===== src/rtl/system_bus_responder_pkg.sv =====
// Shared bus definitions: operation and snoop-result encodings, responder FSM states.
package system_bus_responder_pkg;

    localparam int unsigned DEFAULT_ADDR_BITS = 32;

    typedef enum logic [1:0] {
        OpRead       = 2'd0,
        OpWrite      = 2'd1,
        OpInvalidate = 2'd2,
        OpRwim       = 2'd3
    } bus_op_t;

    typedef enum logic [1:0] {
        RsltHit   = 2'd0,
        RsltHitm  = 2'd1,
        RsltNohit = 2'd2
    } snp_rslt_t;

    typedef enum logic [2:0] {
        StIdle,
        StSnoop,
        StCollect,
        StMem,
        StResp
    } state_t;

    // Raw peer encoding to result; the unused code 3 behaves as a miss.
    function automatic snp_rslt_t decode_rslt(input logic [1:0] raw);
        case (raw)
            2'd0:    return RsltHit;
            2'd1:    return RsltHitm;
            default: return RsltNohit;
        endcase
    endfunction

endpackage


===== src/rtl/system_bus_responder_if.sv =====
// Request, snoop, memory and response signals between the responder and its environment.
interface system_bus_responder_if #(
    parameter int unsigned ADDR_BITS = system_bus_responder_pkg::DEFAULT_ADDR_BITS,
    parameter int unsigned NUM_PEERS = 3
);
    import system_bus_responder_pkg::*;

    logic                   req_valid;
    logic                   req_ready;
    bus_op_t                req_op;
    logic [ADDR_BITS-1:0]   req_addr;

    logic                   snp_valid;
    bus_op_t                snp_op;
    logic [ADDR_BITS-1:0]   snp_addr;
    logic [NUM_PEERS-1:0]   snp_rslt_valid;
    logic [2*NUM_PEERS-1:0] snp_rslt;

    logic                   mem_req;
    logic                   mem_we;
    logic [ADDR_BITS-1:0]   mem_addr;
    logic                   mem_ack;

    logic                   rsp_valid;
    snp_rslt_t              rsp_snoop;
    logic                   timeout_err;
    logic [15:0]            hitm_count;

    modport slave (
        input  req_valid, req_op, req_addr, snp_rslt_valid, snp_rslt, mem_ack,
        output req_ready, snp_valid, snp_op, snp_addr, mem_req, mem_we, mem_addr,
        output rsp_valid, rsp_snoop, timeout_err, hitm_count
    );

    modport master (
        output req_valid, req_op, req_addr, snp_rslt_valid, snp_rslt, mem_ack,
        input  req_ready, snp_valid, snp_op, snp_addr, mem_req, mem_we, mem_addr,
        input  rsp_valid, rsp_snoop, timeout_err, hitm_count
    );

endinterface


===== src/rtl/system_bus_responder_merge.sv =====
// Priority merge of per-peer snoop results: HITM over HIT over NOHIT.
module snoop_result_merge
    import system_bus_responder_pkg::*;
#(
    parameter int unsigned NUM_PEERS = 3
) (
    input  logic [2*NUM_PEERS-1:0] rslt,
    output snp_rslt_t              agg
);

    // Scan all peers and pick the strongest result seen.
    always_comb begin
        logic any_hit;
        logic any_hitm;
        any_hit  = 1'b0;
        any_hitm = 1'b0;
        for (int k = 0; k < int'(NUM_PEERS); k++) begin
            case (decode_rslt(rslt[2*k +: 2]))
                RsltHit:  any_hit  = 1'b1;
                RsltHitm: any_hitm = 1'b1;
                default:  ;
            endcase
        end
        if (any_hitm) begin
            agg = RsltHitm;
        end else if (any_hit) begin
            agg = RsltHit;
        end else begin
            agg = RsltNohit;
        end
    end

endmodule


===== src/rtl/system_bus_responder.sv =====
// System bus responder: broadcasts a snoop, collects peer results, optionally accesses
// memory, then reports the aggregated snoop result back to the LLC.
module system_bus_responder
    import system_bus_responder_pkg::*;
#(
    parameter int unsigned ADDR_BITS     = DEFAULT_ADDR_BITS,
    parameter int unsigned NUM_PEERS     = 3,
    parameter int unsigned SNOOP_TIMEOUT = 16
) (
    input  logic                  clk,
    input  logic                  rst,
    system_bus_responder_if.slave bus
);

    localparam int unsigned TimerW = (SNOOP_TIMEOUT > 1) ? $clog2(SNOOP_TIMEOUT) : 1;

    state_t                 state_q, state_d;
    bus_op_t                op_q;
    logic [ADDR_BITS-1:0]   addr_q;
    logic [NUM_PEERS-1:0]   mask_q;
    logic [2*NUM_PEERS-1:0] rslt_q;
    logic [TimerW-1:0]      timer_q;
    snp_rslt_t              agg_q;
    logic                   timeout_q;
    logic [15:0]            hitm_q;

    logic [NUM_PEERS-1:0]   new_valid;
    logic [NUM_PEERS-1:0]   mask_all;
    logic [2*NUM_PEERS-1:0] eff_rslt;
    snp_rslt_t              merged;
    logic                   all_in;
    logic                   expired;
    logic                   collect_done;

    // Effective per-peer results: captured value, a first strobe this cycle, or NOHIT if missing.
    always_comb begin
        new_valid = (state_q == StCollect) ? bus.snp_rslt_valid : '0;
        mask_all  = mask_q | new_valid;
        eff_rslt  = '0;
        for (int k = 0; k < int'(NUM_PEERS); k++) begin
            if (mask_q[k]) begin
                eff_rslt[2*k +: 2] = rslt_q[2*k +: 2];
            end else if (new_valid[k]) begin
                eff_rslt[2*k +: 2] = bus.snp_rslt[2*k +: 2];
            end else begin
                eff_rslt[2*k +: 2] = RsltNohit;
            end
        end
        all_in       = &mask_all;
        expired      = (timer_q == TimerW'(SNOOP_TIMEOUT - 1));
        collect_done = (state_q == StCollect) && (all_in || expired);
    end

    snoop_result_merge #(
        .NUM_PEERS (NUM_PEERS)
    ) u_merge (
        .rslt (eff_rslt),
        .agg  (merged)
    );

    // Next-state logic; a HITM owner supplies read data, so memory is skipped then.
    always_comb begin
        state_d = state_q;
        unique case (state_q)
            StIdle:    if (bus.req_valid) state_d = StSnoop;
            StSnoop:   state_d = StCollect;
            StCollect: begin
                if (collect_done) begin
                    if (op_q == OpWrite) begin
                        state_d = StMem;
                    end else if (op_q == OpInvalidate || merged == RsltHitm) begin
                        state_d = StResp;
                    end else begin
                        state_d = StMem;
                    end
                end
            end
            StMem:     if (bus.mem_ack) state_d = StResp;
            StResp:    state_d = StIdle;
            default:   state_d = StIdle;
        endcase
    end

    // State, request latch, snoop capture, timer and statistics.
    always_ff @(posedge clk) begin
        if (rst) begin
            state_q   <= StIdle;
            op_q      <= OpRead;
            addr_q    <= '0;
            mask_q    <= '0;
            rslt_q    <= '0;
            timer_q   <= '0;
            agg_q     <= snp_rslt_t'('0);
            timeout_q <= 1'b0;
            hitm_q    <= '0;
        end else begin
            state_q   <= state_d;
            timeout_q <= 1'b0;
            if (state_q == StIdle && bus.req_valid) begin
                op_q   <= bus.req_op;
                addr_q <= bus.req_addr;
            end
            if (state_q == StSnoop) begin
                mask_q  <= '0;
                timer_q <= '0;
            end
            if (state_q == StCollect) begin
                mask_q <= mask_all;
                rslt_q <= eff_rslt;
                if (collect_done) begin
                    agg_q     <= merged;
                    timeout_q <= !all_in;
                    if (merged == RsltHitm) hitm_q <= hitm_q + 16'd1;
                end else begin
                    timer_q <= timer_q + TimerW'(1);
                end
            end
        end
    end

    // Output decode; every output is zero outside its asserting state.
    always_comb begin
        bus.req_ready   = (state_q == StIdle);
        bus.snp_valid   = (state_q == StSnoop);
        bus.snp_op      = (state_q == StSnoop) ? op_q : bus_op_t'('0);
        bus.snp_addr    = (state_q == StSnoop) ? addr_q : '0;
        bus.mem_req     = (state_q == StMem);
        bus.mem_we      = (state_q == StMem) && (op_q == OpWrite);
        bus.mem_addr    = (state_q == StMem) ? addr_q : '0;
        bus.rsp_valid   = (state_q == StResp);
        bus.rsp_snoop   = (state_q == StResp) ? agg_q : snp_rslt_t'('0);
        bus.timeout_err = timeout_q;
        bus.hitm_count  = hitm_q;
    end

endmodule


===== src/flat_wrapper.sv =====
// flat-port wrapper written by rule: the top's interface ports become plain ports
module system_bus_responder_flat import system_bus_responder_pkg::*;
#(
    parameter int unsigned ADDR_BITS     = DEFAULT_ADDR_BITS,
    parameter int unsigned NUM_PEERS     = 3,
    parameter int unsigned SNOOP_TIMEOUT = 16
)
  (clk, rst, bus_req_valid, bus_req_op, bus_req_addr, bus_snp_rslt_valid, bus_snp_rslt, bus_mem_ack, bus_req_ready, bus_snp_valid, bus_snp_op, bus_snp_addr, bus_mem_req, bus_mem_we, bus_mem_addr, bus_rsp_valid, bus_rsp_snoop, bus_timeout_err, bus_hitm_count);
  system_bus_responder_if #(.ADDR_BITS(ADDR_BITS), .NUM_PEERS(NUM_PEERS)) bus_i ();
  input  logic clk;
  input  logic rst;
  input wire logic [$bits(bus_i.req_valid)-1:0] bus_req_valid;
  input wire logic [$bits(bus_i.req_op)-1:0] bus_req_op;
  input wire logic [$bits(bus_i.req_addr)-1:0] bus_req_addr;
  input wire logic [$bits(bus_i.snp_rslt_valid)-1:0] bus_snp_rslt_valid;
  input wire logic [$bits(bus_i.snp_rslt)-1:0] bus_snp_rslt;
  input wire logic [$bits(bus_i.mem_ack)-1:0] bus_mem_ack;
  output wire logic [$bits(bus_i.req_ready)-1:0] bus_req_ready;
  output wire logic [$bits(bus_i.snp_valid)-1:0] bus_snp_valid;
  output wire logic [$bits(bus_i.snp_op)-1:0] bus_snp_op;
  output wire logic [$bits(bus_i.snp_addr)-1:0] bus_snp_addr;
  output wire logic [$bits(bus_i.mem_req)-1:0] bus_mem_req;
  output wire logic [$bits(bus_i.mem_we)-1:0] bus_mem_we;
  output wire logic [$bits(bus_i.mem_addr)-1:0] bus_mem_addr;
  output wire logic [$bits(bus_i.rsp_valid)-1:0] bus_rsp_valid;
  output wire logic [$bits(bus_i.rsp_snoop)-1:0] bus_rsp_snoop;
  output wire logic [$bits(bus_i.timeout_err)-1:0] bus_timeout_err;
  output wire logic [$bits(bus_i.hitm_count)-1:0] bus_hitm_count;
  assign bus_i.req_valid = bus_req_valid;
  assign bus_i.req_op = bus_req_op;
  assign bus_i.req_addr = bus_req_addr;
  assign bus_i.snp_rslt_valid = bus_snp_rslt_valid;
  assign bus_i.snp_rslt = bus_snp_rslt;
  assign bus_i.mem_ack = bus_mem_ack;
  assign bus_req_ready = bus_i.req_ready;
  assign bus_snp_valid = bus_i.snp_valid;
  assign bus_snp_op = bus_i.snp_op;
  assign bus_snp_addr = bus_i.snp_addr;
  assign bus_mem_req = bus_i.mem_req;
  assign bus_mem_we = bus_i.mem_we;
  assign bus_mem_addr = bus_i.mem_addr;
  assign bus_rsp_valid = bus_i.rsp_valid;
  assign bus_rsp_snoop = bus_i.rsp_snoop;
  assign bus_timeout_err = bus_i.timeout_err;
  assign bus_hitm_count = bus_i.hitm_count;
  system_bus_responder #(.ADDR_BITS(ADDR_BITS), .NUM_PEERS(NUM_PEERS), .SNOOP_TIMEOUT(SNOOP_TIMEOUT)) u_core (.clk(clk), .rst(rst), .bus(bus_i));
endmodule

===== config.mk =====
export PLATFORM = sky130hd
export DESIGN_NAME = system_bus_responder_flat
export DESIGN_NICKNAME = d
export VERILOG_FILES = /design/src/rtl/system_bus_responder_pkg.sv /design/src/rtl/system_bus_responder_if.sv /design/src/rtl/system_bus_responder_merge.sv /design/src/rtl/system_bus_responder.sv /design/src/flat_wrapper.sv
export SDC_FILE = /design/constraint.sdc
export NUM_CORES = 1
export LEC_CHECK = 0
export CAP_MARGIN = 0
export CORE_ASPECT_RATIO = 0.6
export CORE_MARGIN = 1.5
export CORE_UTILIZATION = 30
export DETAILED_ROUTE_END_ITERATION = 10
export DONT_BUFFER_PORTS = 1
export GPL_ROUTABILITY_DRIVEN = 0
export PLACE_DENSITY = 0.55
export SKIP_LAST_GASP = 1
export SLEW_MARGIN = 10
export SYNTH_ARGS = -nofsm -noshare
export SYNTH_HDL_FRONTEND = slang
export SYNTH_HIERARCHICAL = 1
export SYNTH_SLANG_ARGS = --single-unit

===== constraint.sdc =====
create_clock -name clk -period 6.5 [get_ports clk]
set_input_delay 1.95 -clock clk [delete_from_list [all_inputs] [get_ports clk]]
set_output_delay 1.95 -clock clk [all_outputs]
set_load 0.05 [all_outputs]

==> results.py <==
metrics = {
    "setup_path": {
        "worstSetupEndpointType": "output pin",
        "crit_chain": "nor2_2, nand2_1, nor2_1",
        "reg2reg_depth": 10,
        "cp_max_fo": 34,
        "crit_path_start_kind": "flop",
        "cp_data_arrival_time_ns": 2.72,
        "crit_required_ns": 4.55,
        "worstSetupPathType": "reg -> out",
        "path_buf_inv": 0,
        "r2r-end": "u_core/bus.hitm_count[12]$_SDFFE_PP0P_",
        "critPathTopFamily": "simple AND/OR/NAND/NOR gates",
        "regToRegSetupSlack_ns": 2.86,
        "crit_slowest_cell": "nor2_2",
        "worstReg2RegStart": "u_core/state_q[0]$_SDFFE_PP0P_",
        "max_stage_delay_ns": 0.95,
    },
    "pwr": {
        "vdd_ir_drop_max_mv": 0.109,
        "power_density_nw_per_um2": 316,
        "p_leak_nw": 1.57,
    },
    "yosys": {
        "synthCells": 443,
        "avgSynthCellArea_um2": 7.74,
        "syn_area_um2": 3430,
        "ys.flop_type": "dfxtp_1",
        "synth_warnings": 6,
        "synth.distinct_cells": 47,
        "ys_ff_latch": 69,
        "netlist_top_cells_area": "dfxtp_1 (40%), and3_1 (13%), nand2_1 (9.1%)",
        "synth_top_cell_area_share": 0.403,
        "yosysSeqAreaShare": 0.403,
        "synth_top_area_cell": "dfxtp_1",
        "async_flop_share": 0,
        "syn-num-nets": 492,
        "synth_edf_count": 0,
    },
    "final_layout": {
        "fin_util": 0.351,
        "area_growth_pct": 11.1,
        "multi_input_area_um2": 1870,
        "diodes": 0,
        "fill_cells": 1166,
        "drive_above_1_share": 0.0678,
        "regArea_um2": 1380,
        "nNetsFinal": 472,
    },
    "die": {
        "io_pins": 137,
        "die_y_um": 85.8,
        "rows": 29,
        "die_x_um": 141,
        "core-area_um2": 10800,
        "die_area_um2": 12100,
        "start_util": 0.316,
    },
    "clocking": {
        "cts_sinks": 69,
        "clockBufferDepth": 2,
        "postCtsSetupBuffers": 0,
        "cts_hold_buffers": 0,
        "cts-root-buf": "clkbuf_16",
        "clk_latency_ns": 0.33,
        "clk_pin_slew_ns": 0.06,
        "cts_tree": "built",
        "cts_resized": 0,
        "h-tree-depth": 3,
        "cts_made_buffers": 9,
    },
    "sta": {
        "worstMarginPinSlew_ns": 1.20,
        "fin_skew_ns": 0.00601,
        "maxSlewViolCount": 0,
        "hold_viol": 0,
        "max_slew_margin": 0.198,
        "finalSetupTns_ns": 0,
        "finalCriticalPeriod_ns": 4.67,
        "finalCritPeriodShare": 0.718,
        "rsz0062_at_grt": "no",
        "setup_viol": 0,
        "max_freq_mhz": 214,
    },
    "hold_path": {
        "hold_start": "u_core/rslt_q[2]$_SDFFE_PP0N_",
        "hold_depth": 2,
        "min_to": "u_core/rslt_q[2]$_SDFFE_PP0N_",
        "worstHoldPathType": "reg -> reg",
    },
    "drt": {
        "ant_nets": 0,
        "first_pass_iters": 4,
        "wirelength_um": 9520,
        "drc": 0,
        "drtIter0Drc": 186,
        "via_count": 3076,
        "vias_per_cell": 5.43,
        "avgRoutedWirePerCell_um": 16.8,
    },
    "grt": {
        "grt_pass1_wl_um": 15100,
        "first_global_vias": 2802,
        "grt_usage": 0.161,
        "grt_max_degree": 78,
        "antenna_found_initial": 0,
        "grt-ovfl-total": 0,
    },
    "flow_run": {
        "maxCapViolCount": 0,
    },
    "place": {
        "dp_hpwl_um": 6530,
        "portBuffers": 0,
    },
    "outcome": {
        "outcome": "finished clean",
    },
}
[power by group]
part	leakage [nW]	switching, mW	internal, mW
Combinational	0.856	0.147	0.0496
Clock	0.147	0.178	0.336
Sequential	0.562	0.0401	0.455
[cell families (layout without fill, tap and decap cells)]
kind of cell,after synthesis,after routing,share of synthesized area
flip-flops,69,69,0.403
adder cells (fa/ha/maj),3,3,0.0102
XOR/XNOR,7,7,0.0179
buffers and inverters,47,32,0.0570
multiplexers,8,8,0.0234
AND/OR/NAND/NOR,232,232,0.348
AO/OA/AOI/OAI,77,77,0.141
[worst max path at each step]
stage          cells past startpoint  slack [ns]             to                      startpoint
3_3_place_gp                       3        2.21  bus_snp_op[0]  u_core/state_q[1]$_SDFFE_PP0P_
6_report                           3        1.83  bus_snp_op[0]  u_core/state_q[1]$_SDFFE_PP0P_
3_5_place_dp                       2        2.20     bus_mem_we  u_core/state_q[0]$_SDFFE_PP0P_
4_1_cts                            2        1.83     bus_mem_we  u_core/state_q[0]$_SDFFE_PP0P_
5_1_grt                            3        1.65  bus_snp_op[0]  u_core/state_q[1]$_SDFFE_PP0P_
2_1_floorplan                      4        2.17     bus_mem_we  u_core/state_q[2]$_SDFFE_PP0P_
[per-layer routing]
layer | routed length, µm | track usage
met5 | 0 | 0
met4 | 86 | 0.0492
met3 | 885 | 0.0720
met2 | 3990 | 0.231
met1 | 4550 | 0.215
[worst reg2reg max path, stage by stage, from the launching register on]
cell and delay (ns):
dfxtp_2 0.63, nor3b_2 0.70, a21oi_1 0.21, a211o_1 0.34, nand2b_1 0.17, o221ai_2 0.08
nor2b_1 0.23, and2_1 0.45, o2111ai_4 0.24, or3_1 0.37, a21oi_1 0.15
[sequential cells by signal, indices dropped and copies added (netlist names)]
signal and count:
u_core/addr_q 32, u_core/op_q 2, u_core/timer_q 4, u_core/rslt_q 6
u_core/bus.timeout_err 1, u_core/state_q 3, u_core/mask_q 3, u_core/bus.hitm_count 16
u_core/agg_q 2
[Yosys cell counts (all sizes together) (2+ instances only)]
library cell  number
nor3              14
and2               8
nand2b             2
xor2               5
nor2b              3
buf                7
or4                3
a21oi             48
xnor2              2
nand3              7
nand4bb            3
o211ai             5
dfxtp             69
o21ai             10
nand2             83
nor2              26
or3                5
clkbuf            28
ha                 2
mux2i              8
and3              69
inv               12
o2111ai            2
a211o              3
nor3b              3
[area by class of cell]
| class | count | area share |
|---|---|---|
| clock buffer | 12 | 0.0621 |
| clock inverter | 4 | 0.0191 |
| inverter | 12 | 0.0118 |
| multi-input combinational | 327 | 0.490 |
| sequential | 69 | 0.363 |
| tap | 139 | 0.0457 |
| timing repair buffer | 4 | 0.00788 |
[metrics by stage]
| stage | std cells | worst slack [ns] | instance area [µm²] | power [mW] | hold slack, ns |
|---|---|---|---|---|---|
| global placement | 551 | 2.21 | 3500 | 0.697 | 0.440 |
| CTS | 567 | 1.83 | 3810 | 1.23 | 0.453 |
| global route | 567 | 1.65 | 3810 | 1.27 | 0.478 |
| finish | 567 | 1.83 | 3810 | 1.20 | 0.452 |
| detailed placement | 551 | 2.20 | 3500 | 0.700 | 0.445 |
| floorplan | 443 | 2.17 | 3430 | 0.662 | 0.436 |
[cell usage in the layout, fill, tap and decap left out, types with 2 or more instances in the layout]
master,instances
a211o_1,3
or3_1,5
a21oi_1,48
nor3_1,13
xor2_1,5
nand4bb_1,3
inv_1,12
nor2_1,25
o21ai_0,9
mux2i_1,8
nor2b_1,3
or4_1,3
clkbuf_1,3
o211ai_1,5
buf_4,4
nand2b_1,2
and3_1,69
xnor2_1,2
bufinv_16,2
nor3b_2,3
nand2_1,83
nand3_1,7
dfxtp_1,68
clkbuf_16,9
ha_1,2
and2_1,8
Note: power is estimated with default switching activity, not from simulation.
